`src/rtl/servo_pwm_pkg.sv`:
```
// Shared constants and types for the servo PWM bank.
// The default widths assume a 50 MHz clock and a 20 ms servo frame.
package servo_pwm_pkg;

    localparam int CLK_HZ         = 50_000_000;
    localparam int PERIOD_20MS    = 1_000_000;
    localparam int TICKS_PER_MS   = 50_000;

    localparam int DEF_CNT_W      = 20;
    localparam int DEF_MIN_DUTY   = 25_000;   // 0.5 ms
    localparam int DEF_MAX_DUTY   = 125_000;  // 2.5 ms
    localparam int DEF_RESET_DUTY = 75_000;   // 1.5 ms, servo neutral

    // Direction of the per-period width change toward the target.
    typedef enum logic [1:0] {
        SLEW_HOLD = 2'b00,
        SLEW_UP   = 2'b01,
        SLEW_DOWN = 2'b10
    } slew_dir_e;

endpackage

```
`src/rtl/servo_pwm_chan.sv`:
```
// One servo channel: clamped target, active width with optional slew limit,
// enable latched at the period boundary, and a registered width compare.
module servo_pwm_chan
    import servo_pwm_pkg::*;
#(
    parameter int CNT_W      = DEF_CNT_W,
    parameter int MIN_DUTY   = DEF_MIN_DUTY,
    parameter int MAX_DUTY   = DEF_MAX_DUTY,
    parameter int RESET_DUTY = DEF_RESET_DUTY,
    parameter int STEP       = 0
) (
    input  logic             clk,
    input  logic             rst_n,
    input  logic [CNT_W-1:0] count,
    input  logic             boundary,
    input  logic [CNT_W-1:0] duty_in,
    input  logic             load,
    input  logic             en,
    output logic             pwm
);

    // One extra bit so compares and add/subtract can never wrap.
    localparam int EW = CNT_W + 1;

    localparam logic [EW-1:0]    MIN_E   = EW'(MIN_DUTY);
    localparam logic [EW-1:0]    MAX_E   = EW'(MAX_DUTY);
    localparam logic [EW-1:0]    STEP_E  = EW'(STEP);
    localparam logic [CNT_W-1:0] MIN_V   = CNT_W'(MIN_DUTY);
    localparam logic [CNT_W-1:0] MAX_V   = CNT_W'(MAX_DUTY);
    localparam logic [CNT_W-1:0] RESET_V = CNT_W'(RESET_DUTY);

    logic [EW-1:0]    duty_ext_s;
    logic [CNT_W-1:0] target_next_s;
    logic [EW-1:0]    target_ext_s;
    logic [EW-1:0]    active_ext_s;
    logic [EW-1:0]    diff_s;
    logic [EW-1:0]    delta_s;
    logic [EW-1:0]    up_ext_s;
    logic [EW-1:0]    dn_ext_s;
    slew_dir_e        slew_dir_s;
    logic [CNT_W-1:0] active_next_s;

    logic [CNT_W-1:0] target_r;
    logic [CNT_W-1:0] active_r;
    logic             en_act_r;
    logic             pwm_r;

    // Clamp the requested width into the servo-safe window (unsigned).
    always_comb begin
        duty_ext_s    = {1'b0, duty_in};
        target_next_s = duty_in;
        if (duty_ext_s < MIN_E) begin
            target_next_s = MIN_V;
        end else if (duty_ext_s > MAX_E) begin
            target_next_s = MAX_V;
        end else begin
            target_next_s = duty_in;
        end
    end

    // Distance and direction from the active width to the target.
    always_comb begin
        target_ext_s = {1'b0, target_r};
        active_ext_s = {1'b0, active_r};
        slew_dir_s   = SLEW_HOLD;
        diff_s       = {EW{1'b0}};
        if (target_ext_s > active_ext_s) begin
            slew_dir_s = SLEW_UP;
            diff_s     = target_ext_s - active_ext_s;
        end else if (target_ext_s < active_ext_s) begin
            slew_dir_s = SLEW_DOWN;
            diff_s     = active_ext_s - target_ext_s;
        end else begin
            slew_dir_s = SLEW_HOLD;
            diff_s     = {EW{1'b0}};
        end
    end

    // Width to take at the next boundary: the target directly, or one
    // bounded step toward it that cannot overshoot.
    always_comb begin
        delta_s       = (diff_s > STEP_E) ? STEP_E : diff_s;
        up_ext_s      = active_ext_s + delta_s;
        dn_ext_s      = active_ext_s - delta_s;
        active_next_s = active_r;
        if (STEP == 0) begin
            active_next_s = target_r;
        end else begin
            case (slew_dir_s)
                // An out-of-range carry/borrow is impossible by construction;
                // fall back to the (always in-range) target if it ever appears.
                SLEW_UP:   active_next_s = up_ext_s[CNT_W] ? target_r : up_ext_s[CNT_W-1:0];
                SLEW_DOWN: active_next_s = dn_ext_s[CNT_W] ? target_r : dn_ext_s[CNT_W-1:0];
                SLEW_HOLD: active_next_s = active_r;
                default:   active_next_s = target_r;
            endcase
        end
    end

    // Target register: the last load in a period wins.
    always_ff @(posedge clk) begin
        if (!rst_n) begin
            target_r <= RESET_V;
        end else if (load) begin
            target_r <= target_next_s;
        end
    end

    // Active width and enable change only at the boundary, so every period
    // carries one whole pulse or none.
    always_ff @(posedge clk) begin
        if (!rst_n) begin
            active_r <= RESET_V;
            en_act_r <= 1'b0;
        end else if (boundary) begin
            active_r <= active_next_s;
            en_act_r <= en;
        end
    end

    // Registered pulse output: high for counts 0..active-1 of the period.
    always_ff @(posedge clk) begin
        if (!rst_n) begin
            pwm_r <= 1'b0;
        end else begin
            pwm_r <= en_act_r && (count < active_r);
        end
    end

    assign pwm = pwm_r;

endmodule

```
`src/rtl/servo_pwm_bank.sv`:
```
// Multi-channel servo PWM bank: one shared period counter, CH channels.
module servo_pwm_bank
    import servo_pwm_pkg::*;
#(
    parameter int CH         = 4,
    parameter int CNT_W      = DEF_CNT_W,
    parameter int PERIOD     = PERIOD_20MS,
    parameter int MIN_DUTY   = DEF_MIN_DUTY,
    parameter int MAX_DUTY   = DEF_MAX_DUTY,
    parameter int RESET_DUTY = DEF_RESET_DUTY,
    parameter int STEP       = 0
) (
    input  logic                clk,
    input  logic                rst_n,
    input  logic [CH*CNT_W-1:0] duty_in,
    input  logic [CH-1:0]       load,
    input  logic [CH-1:0]       en,
    output logic [CH-1:0]       pwm,
    output logic                period_start
);

    localparam logic [CNT_W-1:0] LAST_V = CNT_W'(PERIOD - 1);
    localparam logic [CNT_W-1:0] ONE_V  = CNT_W'(1);

    // Widths must nest inside the period and the period must fit the counter.
    if (!((MIN_DUTY <= RESET_DUTY) && (RESET_DUTY <= MAX_DUTY) &&
          (MAX_DUTY <= PERIOD) && (PERIOD >= 2) &&
          (PERIOD <= (1 << CNT_W)) && (MAX_DUTY < (1 << CNT_W)))) begin : g_cfg_err
        $error("servo_pwm_bank: need MIN_DUTY <= RESET_DUTY <= MAX_DUTY <= PERIOD within CNT_W bits");
    end

    logic [CNT_W-1:0] count_r;
    logic             boundary_s;
    logic             period_start_r;
    logic [CH-1:0]    pwm_s;

    assign boundary_s = (count_r == LAST_V);

    // Shared period counter, 0..PERIOD-1.
    always_ff @(posedge clk) begin
        if (!rst_n) begin
            count_r <= {CNT_W{1'b0}};
        end else if (boundary_s) begin
            count_r <= {CNT_W{1'b0}};
        end else begin
            count_r <= count_r + ONE_V;
        end
    end

    // Period-start flag, registered so it is high exactly while count is 0.
    always_ff @(posedge clk) begin
        if (!rst_n) begin
            period_start_r <= 1'b0;
        end else begin
            period_start_r <= boundary_s;
        end
    end

    for (genvar i = 0; i < CH; i++) begin : g_chan
        servo_pwm_chan #(
            .CNT_W      (CNT_W),
            .MIN_DUTY   (MIN_DUTY),
            .MAX_DUTY   (MAX_DUTY),
            .RESET_DUTY (RESET_DUTY),
            .STEP       (STEP)
        ) u_chan (
            .clk      (clk),
            .rst_n    (rst_n),
            .count    (count_r),
            .boundary (boundary_s),
            .duty_in  (duty_in[i*CNT_W +: CNT_W]),
            .load     (load[i]),
            .en       (en[i]),
            .pwm      (pwm_s[i])
        );
    end

    assign pwm          = pwm_s;
    assign period_start = period_start_r;

endmodule

```
`config.mk`:
```
export PLATFORM = sky130hd
export DESIGN_NAME = servo_pwm_bank
export DESIGN_NICKNAME = d
export VERILOG_FILES = /design/src/rtl/servo_pwm_pkg.sv /design/src/rtl/servo_pwm_chan.sv /design/src/rtl/servo_pwm_bank.sv
export SDC_FILE = /design/constraint.sdc
export NUM_CORES = 1
export LEC_CHECK = 0
export ABC_AREA = 1
export CORE_UTILIZATION = 55
export DETAILED_ROUTE_END_ITERATION = 10
export GPL_TIMING_DRIVEN = 1
export PLACE_DENSITY = 0.82
export SYNTH_ARGS = -nofsm -noshare
export SYNTH_HDL_FRONTEND = slang
export SYNTH_SLANG_ARGS = --single-unit
```
`constraint.sdc`:
```
create_clock -name clk -period 2 [get_ports clk]
set_input_delay 0.6 -clock clk [delete_from_list [all_inputs] [get_ports clk]]
set_output_delay 0.6 -clock clk [all_outputs]
set_load 0.01 [all_outputs]
```
# After elaboration in Yosys (flattened, before gate mapping)
# Cells that the tools add are included.
[word_totals]
word_cells = 46
reg_bits = 189
[classes]
addsub = 1
reduce_logical = 5
n_lt_le_gt_ge = 12
n_mux = 8
n_eq_ne = 1
bitwise_logic = 1
[ops]
columns = ["cell", "count"]
rows = [
  ["$mux 20", 8],
  ["$gt 20x17->1 const B", 4],
  ["$lt 20x15->1 const B", 4],
  ["$lt 20x20->1", 4],
  ["$add 20x1->20 const B", 1],
  ["$eq 20x20->1 const B", 1],
  ["$logic_and 1x1->1", 4],
  ["$reduce_or 2->1", 1],
  ["$not 1->1", 1],
]

# Longest topological paths before layout
# Gate-level depths: netlist of the first run.
[depth]
depth_word = 3
ltp_mapped = 12

# Cells and area by module
# Synthesis of the first run repeated with hierarchy kept, for this count alone.
[hier_totals]
hier_cells = 1380
area_unflattened_um2 = 10059.6
[modules_own_cells]
columns = ["module", "instances", "cells_each", "seq_area_each_um2", "area_each_um2"]
rows = [
  ["servo_pwm_chan", 4, 303, 840.8, 2238.4],
  ["servo_pwm_bank", 1, 168, 420.4, 1106.1],
]

# Worst setup path before layout of the first run
# Ideal clock, no wire load.
[synth_path]
path_type = "reg2reg"
from = "register count_r[1]"
to = "register g_chan[1].u_chan.active_r[10]"
n_path_buf = 2
synth_period_minus_slack_ns = 1.684
arrival_time_ns = 1.569
path_stages_with_launch = 11
setup_slack_ns = 0.316
t_required_ns = 1.885
cell_sequence = "dfxtp_1 > ha_1 > nand2_1 > inv_1 > nand2_2 > nor4_4 > nand3b_4 > buf_6 > buf_6 > nor3_2 > nor2_1"
[synth_via]
elab_chain_cells = 1
[synth_lines]
columns = ["item", "line", "source"]
rows = [
  ["start, declared", "servo_pwm_bank.sv:32", "logic [CNT_W-1:0] count_r;"],
  ["start signal, assigned", "servo_pwm_bank.sv:42", "count_r <= {CNT_W{1'b0}};"],
  ["start signal, assigned", "servo_pwm_bank.sv:44", "count_r <= {CNT_W{1'b0}};"],
  ["start signal, assigned", "servo_pwm_bank.sv:46", "count_r <= count_r + ONE_V;"],
  ["$eq 20x20->1", "servo_pwm_bank.sv:37", "assign boundary_s = (count_r == LAST_V);"],
  ["end signal, assigned", "servo_pwm_chan.sv:116", "active_r <= active_next_s;"],
  ["end, declared", "servo_pwm_chan.sv:44", "logic [CNT_W-1:0] active_r;"],
]
# No other way between the ends.
# A chain may end at the register's enable or synchronous reset.

# Worst setup path after layout of the first run
[layout_path]
from = "register count_r[3]"
to = "register count_r[13]"
[layout_via]
elab_chain_cells = 2
word_cells_on_any_way = 3
cone_classes = "1 x add/sub; 1 x eq/ne; 1 x reduce/logical"
[layout_lines]
columns = ["item"]
rows = [
  ["branches (longest 2 deep; another with $add 20x1->20)"],
]
# Parallel ways; which one is timed is not known.

==> impl_metrics.py, run 1 <==
metrics = {
    "status": {
        "status": "finished, final reports clean",
    },
    "synthesis": {
        "synth_area_per_cell_sq_um": 7.15,
        "synth_edf_count": 0,
        "synthesis.nets": 1533,
        "synth_seq_cells": 189,
        "synthFlopType": "dfxtp_1",
        "ys_seq_area_share_pct": 38.7,
        "synthCells": 1366,
        "async_reset_ff_share_pct": 0,
        "synth_warnings": 0,
        "netlist_area_sq_um": 9770,
        "ys_types": 42,
    },
    "clocking": {
        "cts_tree": "done",
        "clk_pin_slew_ns": 0.07,
        "root_buffer": "clkbuf_16",
        "cts_buffers": 17,
        "cts.sinks": 189,
        "h-tree-depth": 4,
        "cts.path.max_buffers": 2,
        "worstSkewPairLatency_ns": 0.44,
    },
    "power_and_ir_drop": {
        "vdd_drop_max_v": 0.000591,
        "clock_power_share_pct": 42.0,
        "power_mw": 8.07,
        "p_seq_share_pct": 48.2,
        "switching_share_pct": 24.3,
        "p_per_area_nw_per_um2": 655,
        "p_int_mw": 6.11,
        "p_comb_share_pct": 9.8,
        "leakagePower_nw": 5.67,
        "p_sw_mw": 1.96,
    },
    "drt": {
        "num_vias": 9344,
        "drtIter0Drc": 664,
        "postRouteAntennaNets": 0,
        "via_per_inst": 5.21,
        "wl_um": 24600,
        "wire_per_inst_um": 13.7,
        "drc": 0,
        "drt_pass1_iterations": 5,
    },
    "setup_path": {
        "reg2reg_slack_ns": 0.11,
        "criticalPathCategory": "reg2reg",
        "endpoint_kind": "flip-flop",
        "r2r_end": "count_r[13]$_SDFF_PP0_",
        "start_kind": "flip-flop",
        "cp_max_fo": 5,
        "ff2ff_path_depth": 7,
        "worst_ep_arrival_time_ns": 2.21,
        "cp_cell_sequence": "nand2_1 > nor2_1 > nand4_1 > nor2_1 > inv_1 > nor3_1 > nor3_1",
        "cpMaxStageDelayCell": "dfxtp_1",
        "critPathRequiredTime_ns": 2.32,
        "r2r_start": "count_r[3]$_SDFF_PP0_",
        "slowest_delay_ns": 0.52,
    },
    "worst_hold_path": {
        "hold_depth": 2,
        "hp-class": "reg2reg",
        "min_to": "g_chan[1].u_chan.active_next_s[19]$_SDFFE_PN0P_",
        "hold_path.startpoint": "g_chan[1].u_chan.active_next_s[19]$_SDFFE_PN0P_",
    },
    "placed_design": {
        "port_buffers": 94,
        "dp_hpwl_um": 18000,
        "gp_congestion": 0.888,
        "dpl_cell_area_sq_um": 11700,
    },
    "grt": {
        "grt_overflow": 0,
        "grt_pass1_vias": 8760,
        "grt_max_degree": 66,
        "grt_use_total_pct": 27.9,
        "antenna_found_initial": 0,
        "grt_pass1_wl_um": 40600,
    },
    "finish": {
        "drive_gt1_share_pct": 12.9,
        "n_fill_cell": 1311,
        "syn_to_final_growth_pct": 26.1,
        "layout_common_cells": "nand2_1 (311), inv_1 (193), dfxtp_1 (187), nor2_1 (160), buf_4 (116)",
        "final_core_util_pct": 71.2,
        "final_cell_area_sq_um": 12300,
        "antenna_cells": 0,
        "final_common_cell": "nand2_1",
        "final_nets": 1722,
    },
    "timing": {
        "whs_ns": 0.442,
        "max_slew_margin_pct": 65.7,
        "worstMarginPinSlew_ns": 0.513,
        "timing.final.hold_violations": 0,
        "rsz0062_at_grt": "no",
        "min_period_ns": 1.89,
        "fin_skew_ns": 0.00920,
        "period_share_pct": 94.4,
        "slew_violations": 0,
        "tns_ns": 0,
        "setup_viol": 0,
        "fmax_mhz": 530,
    },
    "die": {
        "rows": 48,
        "coreArea_sq_um": 17300,
        "fp.dieW_um": 135,
        "dieHeight_um": 135,
        "initial_utilization_pct": 56.5,
        "dieArea_sq_um": 18300,
        "ioPinCount": 95,
    },
    "job": {
        "cap_violations": 0,
    },
}
[registers in the layout, indices dropped and copies added (netlist names)]
register                     cells
g_chan.u_chan.active_next_s     80
g_chan.u_chan.active_r          80
count_r                         20
g_chan.u_chan.en_act_r           4
g_chan.u_chan.pwm                4
period_start                     1
[power by group through the flow]
stage	Sequential, mW	Combinational (mW)	Clock [mW]
after floorplan	3.96	0.322	0
after global placement	3.97	0.764	0
after detailed placement	3.97	0.783	0
after CTS	3.89	0.788	3.41
after global routing	3.89	0.873	3.57
final	3.89	0.794	3.38
[stage by stage]
step | instances | worst slack, ns
3_3_place_gp | 1761 | -0.226
2_1_floorplan | 1366 | 0.316
5_1_grt | 1793 | 0.00207
3_5_place_dp | 1761 | -0.248
4_1_cts | 1793 | 0.0793
6_report | 1793 | 0.112
[layer usage]
metal	GRT usage [%]	up-vias	routed length, um
li1	-	4764	-
met1	35.7	4302	11000
met2	47.1	228	11900
met3	4.79	50	1090
met4	10.3	0	565
met5	0	-	0
[how the worst max path moves through the flow]
stage / start / endpoint / slack (ns) / cells past startpoint
2_1_floorplan: count_r[1]$_SDFF_PP0_ / g_chan[1].u_chan.active_r[10]$_SDFFE_PN1P_ / 0.32 / 10
3_3_place_gp: duty_in[54] / g_chan[2].u_chan.active_next_s[11]$_SDFFE_PN0P_ / -0.23 / 13
3_5_place_dp: duty_in[53] / g_chan[2].u_chan.active_next_s[12]$_SDFFE_PN0P_ / -0.25 / 10
4_1_cts: count_r[6]$_SDFF_PP0_ / count_r[13]$_SDFF_PP0_ / 0.08 / 7
5_1_grt: count_r[9]$_SDFF_PP0_ / g_chan[3].u_chan.active_r[13]$_SDFFE_PN1P_ / 0.002 / 7
6_report: count_r[3]$_SDFF_PP0_ / count_r[13]$_SDFF_PP0_ / 0.11 / 7
[cell usage after synthesis, drive strengths merged (5+ instances only)]
master / instances / area share, %
nand2: 313 / 12
inv: 195 / 7.5
dfxtp: 189 / 39
nor2: 164 / 6.6
a21oi: 102 / 5.3
o21ai: 95 / 4.9
ha: 77 / 9.9
nand3: 74 / 3.8
nor3: 57 / 4.2
buf: 32 / 2.5
clkbuf: 16 / 0.61
nand4: 14 / 0.90
or2: 6 / 0.38
nor4: 5 / 0.47
xor2: 5 / 0.45
[timing repair]
action / CTS / global route
endpoints found under the setup margin: 0 / 3
hold buffers: 0 / 0
setup buffers: 0 / 0
resized for setup: 0 / 3
[cell type report]
type	instances	area, sq um	area share (%)
clock buffer	18	429	3.48
clock inverter	14	159	1.29
inverter	196	737	5.98
multi-input combinational	933	4960	40.2
sequential	189	3790	30.7
tap	225	282	2.28
timing repair buffer	218	1970	16.0
[kinds of logic after synthesis]
| group | after synthesis | synth area share [%] |
|---|---|---|
| AO/OA/AOI/OAI | 210 | 11.1 |
| XOR/XNOR | 6 | 0.538 |
| adder cells (fa/ha/maj) | 77 | 9.86 |
| buffers and inverters | 244 | 10.6 |
| flip-flops | 189 | 38.7 |
| AND/OR/NAND/NOR | 640 | 29.2 |
[critical path, delay by kind of cell, from the launching register on]
family | cells | cell delay (ns)
buffers and inverters | 1 | 0.10
DFF | 1 | 0.52
and+or+nand+nor | 6 | 1.15
(Power assumes the default switching activity.)
==> run 2: changes to the inputs <==
--- a/config.mk
+++ b/config.mk
@@ -7,8 +7,8 @@
 export LEC_CHECK = 0
 export ABC_AREA = 1
-export CORE_UTILIZATION = 55
+export CORE_UTILIZATION = 40
 export DETAILED_ROUTE_END_ITERATION = 10
 export GPL_TIMING_DRIVEN = 1
-export PLACE_DENSITY = 0.82
+export PLACE_DENSITY = 0.64
 export SYNTH_ARGS = -nofsm -noshare
 export SYNTH_HDL_FRONTEND = slang
==> constraint.sdc (replaced) <==
create_clock -name clk -period 2 [get_ports clk]
set_input_delay 0.6 -clock clk [delete_from_list [all_inputs] [get_ports clk]]
set_output_delay 0.6 -clock clk [all_outputs]
set_load 0.02 [all_outputs]
==> impl_metrics.py, run 2 (synthesis results as in run 1) <==
metrics = {
    "power_and_ir_drop": {
        "clock_power_share_pct": 41.2,
        "p_comb_share_pct": 10.0,
        "vdd_drop_max_v": 0.000557,
        "p_seq_share_pct": 48.8,
        "p_per_area_nw_per_um2": 636,
        "p_int_mw": 6.12,
        "switching_share_pct": 23.2,
        "leakagePower_nw": 5.75,
        "p_sw_mw": 1.85,
    },
    "clocking": {
        "root_buffer": "clkbuf_16",
        "post-cts-setup-buffer-count": 0,
        "cts.sinks": 189,
        "cts_buffers": 17,
        "worstSkewPairLatency_ns": 0.43,
        "cts_resized": 0,
        "clk_pin_slew_ns": 0.06,
        "cts.path.max_buffers": 2,
        "cts_tree": "done",
        "postCtsHoldBufs": 0,
        "h-tree-depth": 4,
    },
    "die": {
        "ioPinCount": 95,
        "initial_utilization_pct": 41.3,
        "fp.dieW_um": 158,
        "dieArea_sq_um": 25100,
        "rows": 56,
        "coreArea_sq_um": 23700,
        "dieHeight_um": 158,
    },
    "timing": {
        "worstMarginPinSlew_ns": 0.542,
        "max_slew_margin_pct": 63.8,
        "min_period_ns": 1.93,
        "period_share_pct": 96.7,
        "slew_violations": 0,
        "rsz0062_at_grt": "no",
        "timing.final.hold_violations": 0,
        "fmax_mhz": 517,
        "final.setup.worst_slack_ns": 0.0667,
        "setup_viol": 0,
        "fin_skew_ns": 0.0110,
    },
    "setup_path": {
        "slowest_delay_ns": 0.60,
        "endpoint_kind": "output pin",
        "cpMaxStageDelayCell": "clkdlybuf4s50_1",
        "worst_ep_arrival_time_ns": 1.33,
        "worst-path-buf-inv": 1,
        "critPathRequiredTime_ns": 1.40,
        "cp_max_fo": 1,
        "criticalPathCategory": "reg2out",
        "cp_cell_sequence": "clkdlybuf4s50_1",
        "start_kind": "flip-flop",
        "reg2reg_slack_ns": 0.15,
        "cp_top_family": "buffers and inverters",
    },
    "finish": {
        "antenna_cells": 0,
        "final_common_cell": "nand2_1",
        "final_nets": 1739,
        "layout_common_cells": "nand2_1 (310), inv_1 (193), dfxtp_1 (189), nor2_1 (160), buf_4 (135)",
        "drive_gt1_share_pct": 13.6,
        "final_cell_area_sq_um": 12500,
        "syn_to_final_growth_pct": 28.1,
    },
    "grt": {
        "grt_pass1_vias": 8266,
        "grt_overflow": 0,
        "grt_pass1_wl_um": 39400,
        "antenna_found_initial": 0,
        "grt_use_total_pct": 19.9,
        "grt_max_degree": 34,
    },
    "drt": {
        "wire_per_inst_um": 12.6,
        "drc": 0,
        "wl_um": 24000,
        "drtIter0Drc": 479,
        "drt_pass1_iterations": 5,
        "num_vias": 8987,
        "postRouteAntennaNets": 0,
        "via_per_inst": 4.72,
    },
    "placed_design": {
        "dp_hpwl_um": 18600,
        "port_buffers": 94,
        "gp_congestion": 0.869,
        "pre_cts_slack_ns": -0.290,
        "dpl_cell_area_sq_um": 11900,
    },
    "status": {
        "status": "finished, final reports clean",
    },
    "worst_hold_path": {
        "hp-class": "reg2reg",
    },
    "job": {
        "cap_violations": 0,
    },
}
run 2: routing by layer:
| metal | vias to the layer above | part of all wire [%] | GRT usage, % |
|---|---|---|---|
| li1 | 4789 | - | - |
| met1 | 4032 | 49 | 27.2 |
| met2 | 146 | 47 | 32.5 |
| met3 | 20 | 3.3 | 3.02 |
| met4 | 0 | 1.1 | 5.08 |
| met5 | - | 0 | 0 |
run 2: worst register-to-register path: stages (launching register included):
cell and delay, ns:
dfxtp_1 0.66, nand2_1 0.11, nor2_1 0.20, nand4_1 0.25, nor2_1 0.25, inv_1 0.09
nor3_1 0.13, nor3_1 0.07
run 2: worst paths after layout:
| kind | start | end | cells after the start |
|---|---|---|---|
| worst max-delay path | g_chan[2].u_chan.pwm$_SDFF_PN0_ | pwm[2] | 1 |
| worst min-delay path | g_chan[0].u_chan.active_next_s[19]$_SDFFE_PN0P_ | g_chan[0].u_chan.active_next_s[19]$_SDFFE_PN0P_ | 2 |
| worst max register to register | count_r[6]$_SDFF_PP0_ | count_r[13]$_SDFF_PP0_ | 7 |
| worst min register to register | g_chan[0].u_chan.active_next_s[19]$_SDFFE_PN0P_ | g_chan[0].u_chan.active_next_s[19]$_SDFFE_PN0P_ | 2 |
run 2: layout make-up:
class                   count  area (sq um)
fillers                  2413         11200
multi-input cells         933          4960
flip-flops and latches    189          3780
repair buffers            235          2070
inverters                 196           738
clock buffers              21           450
well taps                 319           399
clock inverters            11           119
run 2: power by group through the flow:
stage	registers, mW	logic, mW	clock network (mW)
after detailed placement	3.97	0.799	0
after global placement	3.97	0.792	0
after floorplan	3.96	0.322	0
after global routing	3.89	0.884	3.51
after CTS	3.89	0.801	3.36
final	3.89	0.798	3.29
run 2: stage by stage:
step	hold WS (ns)	instances	utilization [%]	setup TNS (ns)	total power, mW
floorplan	0.419	1366	-	0	4.28
global placement	0.427	1872	50.4	-10.91	4.76
detailed placement	0.430	1872	50.4	-13.78	4.77
CTS	0.441	1904	52.9	0	8.05
global route	0.454	1904	52.9	0	8.28
finish	0.439	1904	52.9	0	7.97
